==> src/rtl/acc_stage.sv <==
// Batch accumulator: sums COUNT unsigned N-bit operands, then holds the sum and a
// sticky carry flag until downstream takes it. Define ACC_SATURATE_EN to clamp on carry.
module acc_stage #(
  parameter int N     = 6,
  parameter int COUNT = 4
) (
  input  logic         clk,
  input  logic         rst,
  input  logic         in_valid,
  output logic         in_ready,
  input  logic [N-1:0] in_data,
  output logic         out_valid,
  input  logic         out_ready,
  output logic [N-1:0] out_data,
  output logic         out_ovf,
  output logic [0:0]   dbg_state_o
);

  // Handshakes: a transfer happens on a rising edge where valid and ready are both 1.
  // in_ready/out_valid come straight from the state register, so neither side sees a
  // combinational path through this block.

  localparam logic [0:0] ST_ACCUM = 1'b0;
  localparam logic [0:0] ST_HOLD  = 1'b1;

  localparam int CW = (COUNT > 1) ? $clog2(COUNT) : 1;
  localparam logic [CW-1:0] LAST = CW'(COUNT - 1);

  logic [0:0]    state_q, state_d;
  logic [N-1:0]  acc_q, acc_d;
  logic          ovf_q, ovf_d;
  logic [CW-1:0] cnt_q, cnt_d;

  logic          accept;
  logic [N:0]    sum;
  logic [N-1:0]  acc_next;

  assign accept = in_valid && (state_q == ST_ACCUM);
  assign sum    = {1'b0, acc_q} + {1'b0, in_data};

`ifdef ACC_SATURATE_EN
  // Once clamped, any further non-zero add carries again, so acc stays at all ones.
  assign acc_next = sum[N] ? {N{1'b1}} : sum[N-1:0];
`else
  assign acc_next = sum[N-1:0];
`endif

  always_comb begin
    state_d = state_q;
    acc_d   = acc_q;
    ovf_d   = ovf_q;
    cnt_d   = cnt_q;
    case (state_q)
      ST_ACCUM: begin
        if (accept) begin
          acc_d = acc_next;
          if (sum[N]) ovf_d = 1'b1;
          if (cnt_q == LAST) begin
            cnt_d   = '0;
            state_d = ST_HOLD;
          end else begin
            cnt_d = cnt_q + 1'b1;
          end
        end
      end
      ST_HOLD: begin
        if (out_ready) begin
          acc_d   = '0;
          ovf_d   = 1'b0;
          state_d = ST_ACCUM;
        end
      end
      default: state_d = ST_ACCUM;
    endcase
  end

  always_ff @(posedge clk or posedge rst) begin
    if (rst) begin
      state_q <= ST_ACCUM;
      acc_q   <= '0;
      ovf_q   <= 1'b0;
      cnt_q   <= '0;
    end else begin
      state_q <= state_d;
      acc_q   <= acc_d;
      ovf_q   <= ovf_d;
      cnt_q   <= cnt_d;
    end
  end

  assign in_ready    = (state_q == ST_ACCUM);
  assign out_valid   = (state_q == ST_HOLD);
  assign out_data    = acc_q;
  assign out_ovf     = ovf_q;
  assign dbg_state_o = state_q;

endmodule

==> config.mk <==
export PLATFORM = sky130hd
export DESIGN_NAME = acc_stage
export DESIGN_NICKNAME = d
export VERILOG_FILES = /design/src/rtl/acc_stage.sv
export SDC_FILE = /design/constraint.sdc
export NUM_CORES = 1
export LEC_CHECK = 0
export BUFFER_PORTS_ARGS = -buffer_cell sky130_fd_sc_hd__buf_2
export CORE_UTILIZATION = 49
export DETAILED_ROUTE_END_ITERATION = 10
export PLACE_DENSITY = 0.88
export SLEW_MARGIN = 30
export SYNTH_ARGS = -nofsm -noshare
export SYNTH_HDL_FRONTEND = slang
export SYNTH_SLANG_ARGS = --single-unit
==> constraint.sdc <==
create_clock -name clk -period 1.7 [get_ports clk]
set_input_delay 0.085 -clock clk [delete_from_list [all_inputs] [get_ports clk]]
set_output_delay 0.085 -clock clk [all_outputs]
set_load 0.02 [all_outputs]
==> results by group, run 1 <==
Clock tree
  – Clk buf depth: 2
  – Clk Latency, worst-skew pair: 0.26 ns
  – Number of gates resized after CTS: 0
  – Setup Buffers After CTS: 0
  – CTS sink cnt: 10
  – H-Tree Depth: 1
  – Clock Pin Slew Worst Setup and Hold Paths: 0.07 ns
  – TritonCTS clock tree: done
  – Cts bufs inserted: 3
  – Clock root buffer: clkbuf_4

Timing
  – Slew Viols, Final: 0
  – Final Hold Violating Endpoints: 0
  – F_max: ~650 MHz
  – Setup violators final: 0
  – Max Clock Skew: roughly 0.0025 ns
  – Slew headroom: 70.2%
  – Post-layout min period: approximately 1.5 ns
  – Final Cycle Share: 91.0%
  – Setup WS post-layout: between 0.15 and 0.2 ns
  – Unrepaired setup endpoints after global routing: no
  – Setup TNS: 0 ns
  – Worst-Margin Slew: 0.444 ns

Global routing
  – First-pass GRT wire length: 2250 um
  – Met2 Usage GRT: 35.0%
  – Vias in the first global route: 549
  – M3 GR Usage: roughly 5.2%
  – Layer with the highest usage: met2
  – Met1 usage: between 20 and 30%
  – GRT Util Overall: 22.3%
  – Largest net degree at the start of global routing: 11
  – Total grt overflow: 0
  – Initial antenna violation count: 0

Power and ir drop
  – Leak: 0.413 nW
  – Peak supply drop: 0.000922 V
  – PwrDens: 1830 nW/um^2
  – Tot Pwr: 0.00145 W

Critical path
  – Critical path arrival: 1.72 ns
  – CP max stage cell: dfrtp_1
  – Req. time, crit path: approximately 1.9 ns
  – Slowest stage delay, CP: about 0.41 ns
  – Crit start category: flip-flop
  – Crit path max fanout: 4
  – Crit. End Element: flip-flop
  – Kind of critical path: flip-flop to flip-flop
  – Cell chain of the critical path: ha_1 -> fa_1 -> nand3_1 -> a21boi_0 -> o31ai_1

Yosys
  – Synth top cells by count: dfrtp_1, ha_1, nand2_1, nand3_1
  – Syn Inst Count: 67
  – Number of synthesized flops with an enable pin: 0
  – Post-synthesis xor/xnor area fraction: 1.30%
  – Top-count cell post-synth: dfrtp_1
  – Largest family of logic cells by synthesized area: simple AND/OR/NAND/NOR gates
  – FFs w/ async S/R, synth: 100%
  – Seq/Total Area, Yosys: 37.1%
  – Yosys warns: 0
  – Post-synthesis compound-gate area fraction: 18.6%
  – Synth Area per Inst: about 10 um^2
  – Synth Flop Type: dfrtp_1
  – Yosys top cell area share: 37.1%
  – Synth unique cells: 30
  – Multiplexer share of the synthesized area: 2.97%
  – Synth Area in Simple Gates: a little under a fifth
  – Synthesized area: 674 um^2
  – Syn nets: 85
  – FF+latch count, synth: 10
  – Synth Area in Adders: between 10% and 20%
  – Synth top area cells: dfrtp_1, ha_1, nand2_1
  – Synth area leader: dfrtp_1

Placed design
  – Place WS: 0.115 ns
  – Dpl cells: between 90 and 100
  – Placer Congestion: between 0.8 and 0.9
  – IO buf count: 19
  – Dpl hpwl: 1020 um

Floorplan
  – CORE AREA: roughly 1300 um^2
  – Die X: 39.1 um
  – Die Y: 39.1 um
  – Io pins: 20
  – Starting density of the core: 52.5%
  – Row count: 13
  – Die ar.: ~1500 um^2

Route
  – Drt first pass iters: 4
  – Vias per cell: 5.55
  – Post-route ant nets: 0
  – DRC violations left: 0
  – Via count: between 500 and 600
  – Initial DRC Count: 6
  – Post-Route WL: 1280 um
  – Wirelength per Cell: roughly 13 um

Final layout
  – Final core occ: 61.8%
  – Share of layout cells above drive strength 1: a little over a quarter
  – Antenna diode count: 0
  – Layout area overhead: 17.8%
  – Final std cells w/o fill: 102
  – Layout Nets: about 110

Flow run
  – Maxcap violations: 0

Worst hold path
  – Worst hold path type: input pin to flip-flop

Run status
  – Status: complete, no violations
worst max-delay path: cells and delay by family (launching register included):
family	cells	cell delay [ns]
flops	1	0.41
fa+ha+maj	2	0.62
compound gates	2	0.32
simple gates	1	0.12
layout make-up:
| type | count | area, um^2 |
|---|---|---|
| fillers | 114 | 490 |
| multi-input cells | 52 | 390 |
| flip-flops and latches | 10 | 250 |
| repair buffers | 20 | 105 |
| clock buffers | 3 | 22.5 |
| well taps | 15 | 18.8 |
| inverters | 2 | 7.51 |
worst paths after layout:
check / startpoint / endpoint / slack (ns) / depth (start not counted)
worst max-delay path: out_data[0] / out_data[4] / 0.15 / 5
worst min-delay path: out_ready / out_data[1] / 0.15 / 4
worst max register to register: out_data[0] / out_data[4] / 0.15 / 5
worst min register to register: cnt_q[1] / cnt_q[1] / 0.48 / 2
max in group asynchronous: rst / out_data[4] / 1.08 / 3
min in group asynchronous: rst / out_data[3] / 0.35 / 3
power by group:
part / switching [W] / internal [W] / leakage [nW] / total (W)
registers: 0.000111 / 0.000355 / 0.123 / 0.000466
logic: 0.000461 / 0.000364 / 0.276 / 0.000824
clock network: 0.0000804 / 0.0000817 / 0.0138 / 0.000162
routing by layer:
layer  vias up  share of wire [%]
met5         -                  0
met4         0                1.5
met3         5                3.7
met2        12                 48
met1       256                 47
li1        293                  -
state kept, by name (all words and copies together), names as in the netlist:
| name | flops |
|---|---|
| out_data | 6 |
| cnt_q | 2 |
| dbg_state_o | 1 |
| out_ovf | 1 |
stage by stage:
step / instance area [um^2] / hold slack (ns)
after floorplan: 674 / -0.0748
after global placement: 762 / 0.0829
after detailed placement: 762 / 0.0828
after CTS: 795 / 0.155
after global routing: 795 / 0.189
final: 795 / 0.153
kinds of logic after synthesis:
logic type                 count (synthesis)
muxes                                      2
AOI/OAI and AO/OA                         18
xor gates and xnor gates                   1
adders and majority gates                  8
buffers and inverters                      5
and+or+nand+nor                           23
DFF                                       10
placed cells by master (no fill, tap or decap):
cell type      netlist  layout
a32oi_1              1       1
fa_1                 1       1
dfrtp_1             10      10
inv_1                2       2
nand2b_4             1       1
nor3b_1              1       1
a21o_1               3       3
and3b_1              1       1
o31ai_1              1       1
mux2i_1              2       2
or3_1                1       1
ha_1                 7       7
or4_1                2       2
o2111ai_1            1       1
a21boi_0             1       1
and2b_1              1       1
buf_2                0      19
o21ai_0              3       3
nand2_1              7       7
clkbuf_4             0       3
a2bb2oi_1            1       1
xnor2_1              1       1
dlygate4sd3_1        0       1
nor2b_1              1       1
nand3_1              5       5
o211ai_1             2       2
a21oi_1              3       3
nor2_1               2       2
a22o_1               1       1
nor3_1               1       1
a211oi_1             1       1
timing repair:
action | 4_1_cts | 5_1_grt
hold endpoints to repair | 10 | 0
hold buffers | 1 | 0
endpoints found under the setup margin | 0 | 1
(Power assumes the default switching activity.)
==> run 2, diff against run 1 <==
--- a/config.mk
+++ b/config.mk
@@ -5,7 +5,7 @@
 export SDC_FILE = /design/constraint.sdc
 export NUM_CORES = 1
 export LEC_CHECK = 0
-export BUFFER_PORTS_ARGS = -buffer_cell sky130_fd_sc_hd__buf_2
+export BUFFER_PORTS_ARGS = -buffer_cell sky130_fd_sc_hd__buf_4
 export CORE_UTILIZATION = 49
 export DETAILED_ROUTE_END_ITERATION = 10
 export PLACE_DENSITY = 0.88
==> run 2 against run 1 <==
Total power up 9.9%; setup slack worse by 0.011 ns; combinational power up 9.7%; critical endpoint is now out_data[2]; count of clock-buffer cells in the layout up 1; largest power group unchanged; critical path type unchanged; flip-flop and latch count unchanged.
==> results by group, run 2 (same netlist as run 1, synthesis figures left out) <==
Timing
  – Setup TNS: 0 ns (unchanged)
  – Slew headroom: 72.5% (+2.3 points)
  – Setup violators final: 0 (unchanged)
  – F_max: 642 MHz (-0.72%)
  – Post-layout min period: 1.56 ns (+0.0112 ns)
  – Slew Viols, Final: 0 (unchanged)
  – Worst-Margin Slew: 0.412 ns (-0.0328 ns)
  – Final Hold Violating Endpoints: 0 (unchanged)
  – Max Clock Skew: 0.00663 ns (+0.00412 ns)
  – Final Cycle Share: 91.6% (+0.66 points)
  – Unrepaired setup endpoints after global routing: no

Route
  – Post-Route WL: 1360 um (+6.3%)
  – Vias per cell: 5.50 (-0.80%)
  – Drt first pass iters: 4 (unchanged)
  – Initial DRC Count: 9 (+3)
  – Via count: 567 (+0.18%)
  – Wirelength per Cell: 13.2 um (+5.3%)
  – Post-route ant nets: 0 (unchanged)
  – DRC violations left: 0 (unchanged)

Critical path
  – Worst path depth: 5 (unchanged)
  – Crit start category: flip-flop
  – Crit path max fanout: 4 (unchanged)
  – WP buf/inv: 0 (unchanged)
  – Req. time, crit path: 1.87 ns (about the same)
  – Critical path arrival: 1.72 ns (about the same)
  – R2R cell count: 5 (unchanged)
  – Crit. End Element: flip-flop
  – Cell chain of the critical path: ha_1 -> fa_1 -> xnor2_1 -> a21oi_1 -> a22o_1
  – Largest delay share family, worst path: adder cells
  – Slowest stage delay, CP: 0.41 ns (about the same)
  – Kind of critical path: flip-flop to flip-flop
  – CP max stage cell: dfrtp_1

Final layout
  – Layout Nets: 107 (unchanged)
  – Antenna diode count: 0 (unchanged)
  – Most frequent cells in the layout: buf_4, dfrtp_1, nand2_1, ha_1, nand3_1
  – Layout area overhead: 27.6%
  – Post-route cell area: 861 um^2 (+8.3%)
  – Share of layout cells above drive strength 1: 28.4% (+2.0 points)
  – Most common cell after layout, fill and taps aside: buf_4
  – Max reg flops: 6 (unchanged)

Global routing
  – Initial antenna violation count: 0 (unchanged)
  – First-pass GRT wire length: 2210 um (-1.8%)
  – Total grt overflow: 0 (unchanged)
  – Vias in the first global route: 513 (-6.6%)
  – GRT Util Overall: 21.7% (-0.58 points)
  – Largest net degree at the start of global routing: 11 (unchanged)

Power and ir drop
  – Leak: 0.436 nW (+5.5%)
  – PwrDens: 1850 nW/um^2 (+1.4%)
  – Peak supply drop: 0.00106 V (+15%)

Clock tree
  – TritonCTS clock tree: done
  – Clock Pin Slew Worst Setup and Hold Paths: 0.07 ns (about the same)
  – Clock root buffer: clkbuf_4
  – H-Tree Depth: 1 (unchanged)
  – Clk buf depth: 2 (unchanged)
  – Clk Latency, worst-skew pair: 0.27 ns (about the same)
  – Setup Buffers After CTS: 0 (unchanged)
  – CTS sink cnt: 10 (unchanged)
  – Cts bufs inserted: 3 (unchanged)

Floorplan
  – Die Y: 39.1 um (unchanged)
  – CORE AREA: 1280 um^2 (unchanged)
  – Io pins: 20 (unchanged)
  – Row count: 13 (unchanged)
  – Starting density of the core: 52.5% (unchanged)
  – Die X: 39.1 um (unchanged)
  – Die ar.: 1530 um^2 (unchanged)

Placed design
  – Dpl hpwl: 1060 um (+4.2%)
  – IO buf count: 19 (unchanged)
  – Placed standard-cell area: 810 um^2 (+6.2%)
  – Placer Congestion: 0.777 (-3.3%)

Flow run
  – Maxcap violations: 0 (unchanged)

Worst hold path
  – Worst hold path type: input pin to flip-flop
  – Hold depth: 4 (unchanged)

Run status
  – Status: complete, no violations
run 2: changes by cell type in the layout (fill, tap and decap cells not counted):
cell      previous run  this run
a211oi_1             1         0
clkbuf_8             0         1
a211oi_2             0         1
buf_2               19         0
buf_4                0        19
run 2: worst reg2reg max path, cell delays in order (launching register included):
cell and delay [ns]:
dfrtp_1 0.41, ha_1 0.24, fa_1 0.41, xnor2_1 0.15, a21oi_1 0.08, a22o_1 0.17
run 2: path summary, 6_finish.rpt:
check                            start          end  slack [ns]
max in group asynchronous          rst  dbg_state_o        1.05
min                          out_ready  out_data[1]        0.15
min reg2reg                   cnt_q[1]     cnt_q[1]        0.49
min in group asynchronous          rst      out_ovf        0.36
max                        out_data[0]  out_data[2]        0.14
max reg2reg                out_data[0]  out_data[2]        0.14
run 2: power by group:
group / internal, W / total [W] / switching [W]
logic: 0.000432 / 0.000904 / 0.000472
clock network: 0.000130 / 0.000218 / 0.0000878
registers: 0.000355 / 0.000474 / 0.000118
total: 0.000917 / 0.00160 / 0.000679
run 2: metrics by stage:
stage / utilization, % / power [W] / worst slack [ns] / std cells / hold WS, ns
floorplan: - / 0.00109 / 0.110 / 67 / -0.0748
global placement: 63.0 / 0.00134 / 0.166 / 98 / 0.0948
detailed placement: 63.0 / 0.00136 / 0.119 / 98 / 0.0952
CTS: 66.6 / 0.00159 / 0.112 / 103 / 0.136
global route: 67.0 / 0.00173 / 0.00372 / 103 / 0.171
finish: 67.0 / 0.00160 / 0.143 / 103 / 0.146
run 2: metal layers:
metal | up-vias | part of all wire, % | global-route usage [%]
met5 | - | 0 | 0
met4 | 0 | 0 | 2.59
met3 | 0 | 5.3 | 10.4
met2 | 12 | 50 | 33.8
met1 | 266 | 45 | 28.0
li1 | 289 | - | -
run 2: final cells by class:
| cell class | instances | area (um^2) |
|---|---|---|
| fill | 105 | 424 |
| tap | 15 | 18.8 |
| multi-input combinational | 52 | 395 |
| inverter | 2 | 7.51 |
| timing repair buffer | 20 | 153 |
| sequential | 10 | 250 |
| clock buffer | 4 | 36.3 |
run 2: repair_timing:
item | in CTS | in global routing
endpoints found under the setup margin | 0 | 2
endpoints found under the hold margin | 10 | 0
hold buffers | 1 | 0
gates resized for setup | 0 | 1
==> run 3, diff against run 2 <==
==> constraint.sdc (replaced) <==
create_clock -name clk -period 1.7 [get_ports clk]
set_input_delay 0.34 -clock clk [delete_from_list [all_inputs] [get_ports clk]]
set_output_delay 0.34 -clock clk [all_outputs]
set_load 0.02 [all_outputs]
==> run 3 against run 2 <==
Worst hold slack got worse by 0.11 ns; fmax decreased by 2.2%; global-route usage increased by 1.5 points; first-iteration DRC count decreased by 44%; count of clock-buffer cells in the layout unchanged; total power increased by 0.56%.
==> results by group, run 3 (same netlist as run 1, synthesis figures left out) <==
Critical path
  – Req. time, crit path: 1.89 ns (+0.02 ns)
  – Kind of critical path: flip-flop to flip-flop
  – Cell chain of the critical path: ha_1 -> fa_1 -> nand3_1 -> a21boi_0 -> o31ai_1
  – Critical path arrival: 1.78 ns (+0.06 ns)
  – Crit start category: flip-flop
  – WP buf/inv: 0 (unchanged)
  – Crit. End Element: flip-flop
  – Crit path max fanout: 4 (unchanged)
  – Slowest stage delay, CP: 0.41 ns (about the same)
  – Largest delay share family, worst path: adder cells
  – CP max stage cell: dfrtp_1

Final layout
  – Share of layout cells above drive strength 1: 27.6% (-0.82 points)
  – Max reg flops: 6 (unchanged)
  – Antenna diode count: 0 (unchanged)
  – Post-route cell area: 846 um^2 (-1.7%)
  – Filler cells: 106 (+0.95%)
  – Most frequent cells in the layout: buf_4, dfrtp_1, nand2_1, ha_1, nand3_1
  – Layout area overhead: 25.4%
  – Most common cell after layout, fill and taps aside: buf_4
  – Layout Nets: 106 (-0.93%)

Timing
  – Max Clock Skew: 0.0105 ns (+0.00391 ns)
  – F_max: 628 MHz (-2.2%)
  – Setup violators final: 0 (unchanged)
  – Final Hold Violating Endpoints: 0 (unchanged)
  – Slew headroom: 68.7% (-3.8 points)
  – Final Cycle Share: 93.7% (+2.1 points)
  – Worst-Margin Slew: 0.467 ns (+0.0552 ns)
  – Unrepaired setup endpoints after global routing: no
  – Slew Viols, Final: 0 (unchanged)
  – Post-layout min period: 1.59 ns (+0.0353 ns)
  – Setup TNS: 0 ns (unchanged)

Route
  – Post-route ant nets: 0 (unchanged)
  – Initial DRC Count: 5 (-4)
  – Via count: 592 (+4.4%)
  – Post-Route WL: 1400 um (+3.2%)
  – Drt first pass iters: 4 (unchanged)
  – Wirelength per Cell: 13.8 um (+4.2%)
  – Vias per cell: 5.80 (+5.4%)
  – DRC violations left: 0 (unchanged)

Placed design
  – Placed standard-cell area: 810 um^2 (unchanged)
  – Placer Congestion: 0.786 (+1.1%)
  – Dpl hpwl: 1110 um (+4.0%)
  – IO buf count: 19 (unchanged)

Clock tree
  – Clk buf depth: 2 (unchanged)
  – Clock root buffer: clkbuf_4
  – # hold bufs at CTS: 0 (-1)
  – CTS sink cnt: 10 (unchanged)
  – Number of gates resized after CTS: 0 (unchanged)
  – Clk Latency, worst-skew pair: 0.27 ns (about the same)
  – Clock Pin Slew Worst Setup and Hold Paths: 0.08 ns (about the same)
  – H-Tree Depth: 1 (unchanged)
  – TritonCTS clock tree: done
  – Cts bufs inserted: 3 (unchanged)
  – Setup Buffers After CTS: 0 (unchanged)

Power and ir drop
  – Leak: 0.430 nW (-1.2%)
  – PwrDens: 1900 nW/um^2 (+2.3%)
  – Tot Pwr: 0.00160 W (+0.56%)
  – Peak supply drop: 0.00108 V (+1.9%)

Floorplan
  – Starting density of the core: 52.5% (unchanged)
  – Die X: 39.1 um (unchanged)
  – CORE AREA: 1280 um^2 (unchanged)
  – Io pins: 20 (unchanged)
  – Die Y: 39.1 um (unchanged)
  – Die ar.: 1530 um^2 (unchanged)
  – Row count: 13 (unchanged)

Global routing
  – GRT Util Overall: 23.2% (+1.5 points)
  – Largest net degree at the start of global routing: 11 (unchanged)
  – First-pass GRT wire length: 2330 um (+5.3%)
  – Initial antenna violation count: 0 (unchanged)
  – Vias in the first global route: 569 (+11%)
  – Total grt overflow: 0 (unchanged)

Worst hold path
  – Worst hold path type: input pin to asynchronous set/reset pin

Run status
  – Status: complete, no violations

Flow run
  – Maxcap violations: 0 (unchanged)
[run 3: cell count changes in the layout (fill, tap and decap cells not counted)]
| cell | before | now |
|---|---|---|
| a211oi_1 | 0 | 1 |
| dlygate4sd3_1 | 1 | 0 |
| a211oi_2 | 1 | 0 |
[run 3: worst paths after layout]
path,depth (start not counted),start,slack [ns],to
setup / recovery,5,out_data[0],0.11,out_data[4]
setup reg to reg,5,out_data[0],0.11,out_data[4]
min in group clk,4,out_ready,0.41,out_data[0]
hold / removal,2,rst,0.04,out_data[5]
hold reg to reg,2,cnt_q[1],0.49,cnt_q[1]
max in group asynchronous,2,rst,1.38,out_data[0]
[run 3: per-layer routing]
metal	GRT usage [%]	vias up	share of wire, %
met4	8.62	0	2.4
met5	0	-	0
met3	10.4	6	5.1
met2	40.0	18	50
li1	-	290	-
met1	24.5	278	42
[run 3: layout make-up]
cell class / instances / area (um^2) / area share [%]
inverters: 2 / 7.51 / 0.888
well taps: 15 / 18.8 / 2.22
flip-flops and latches: 10 / 250 / 29.6
multi-input cells: 52 / 390 / 46.2
repair buffers: 19 / 143 / 16.9
clock buffers: 4 / 36.3 / 4.29
[run 3: stage by stage]
stage,cells,setup WS [ns],hold WS (ns),util (%)
CTS,102,0.0963,0.0459,65.8
detailed placement,98,0.0541,0.347,63.0
floorplan,67,0.110,0.180,-
finish,102,0.107,0.0376,65.8
global placement,98,0.0978,0.346,63.0
global route,102,0.0277,0.0742,65.8
[run 3: where the power goes]
part,internal [W],total [W],switching (W)
Clock,0.000130,0.000219,0.0000891
Sequential,0.000355,0.000472,0.000117
Combinational,0.000430,0.000913,0.000483
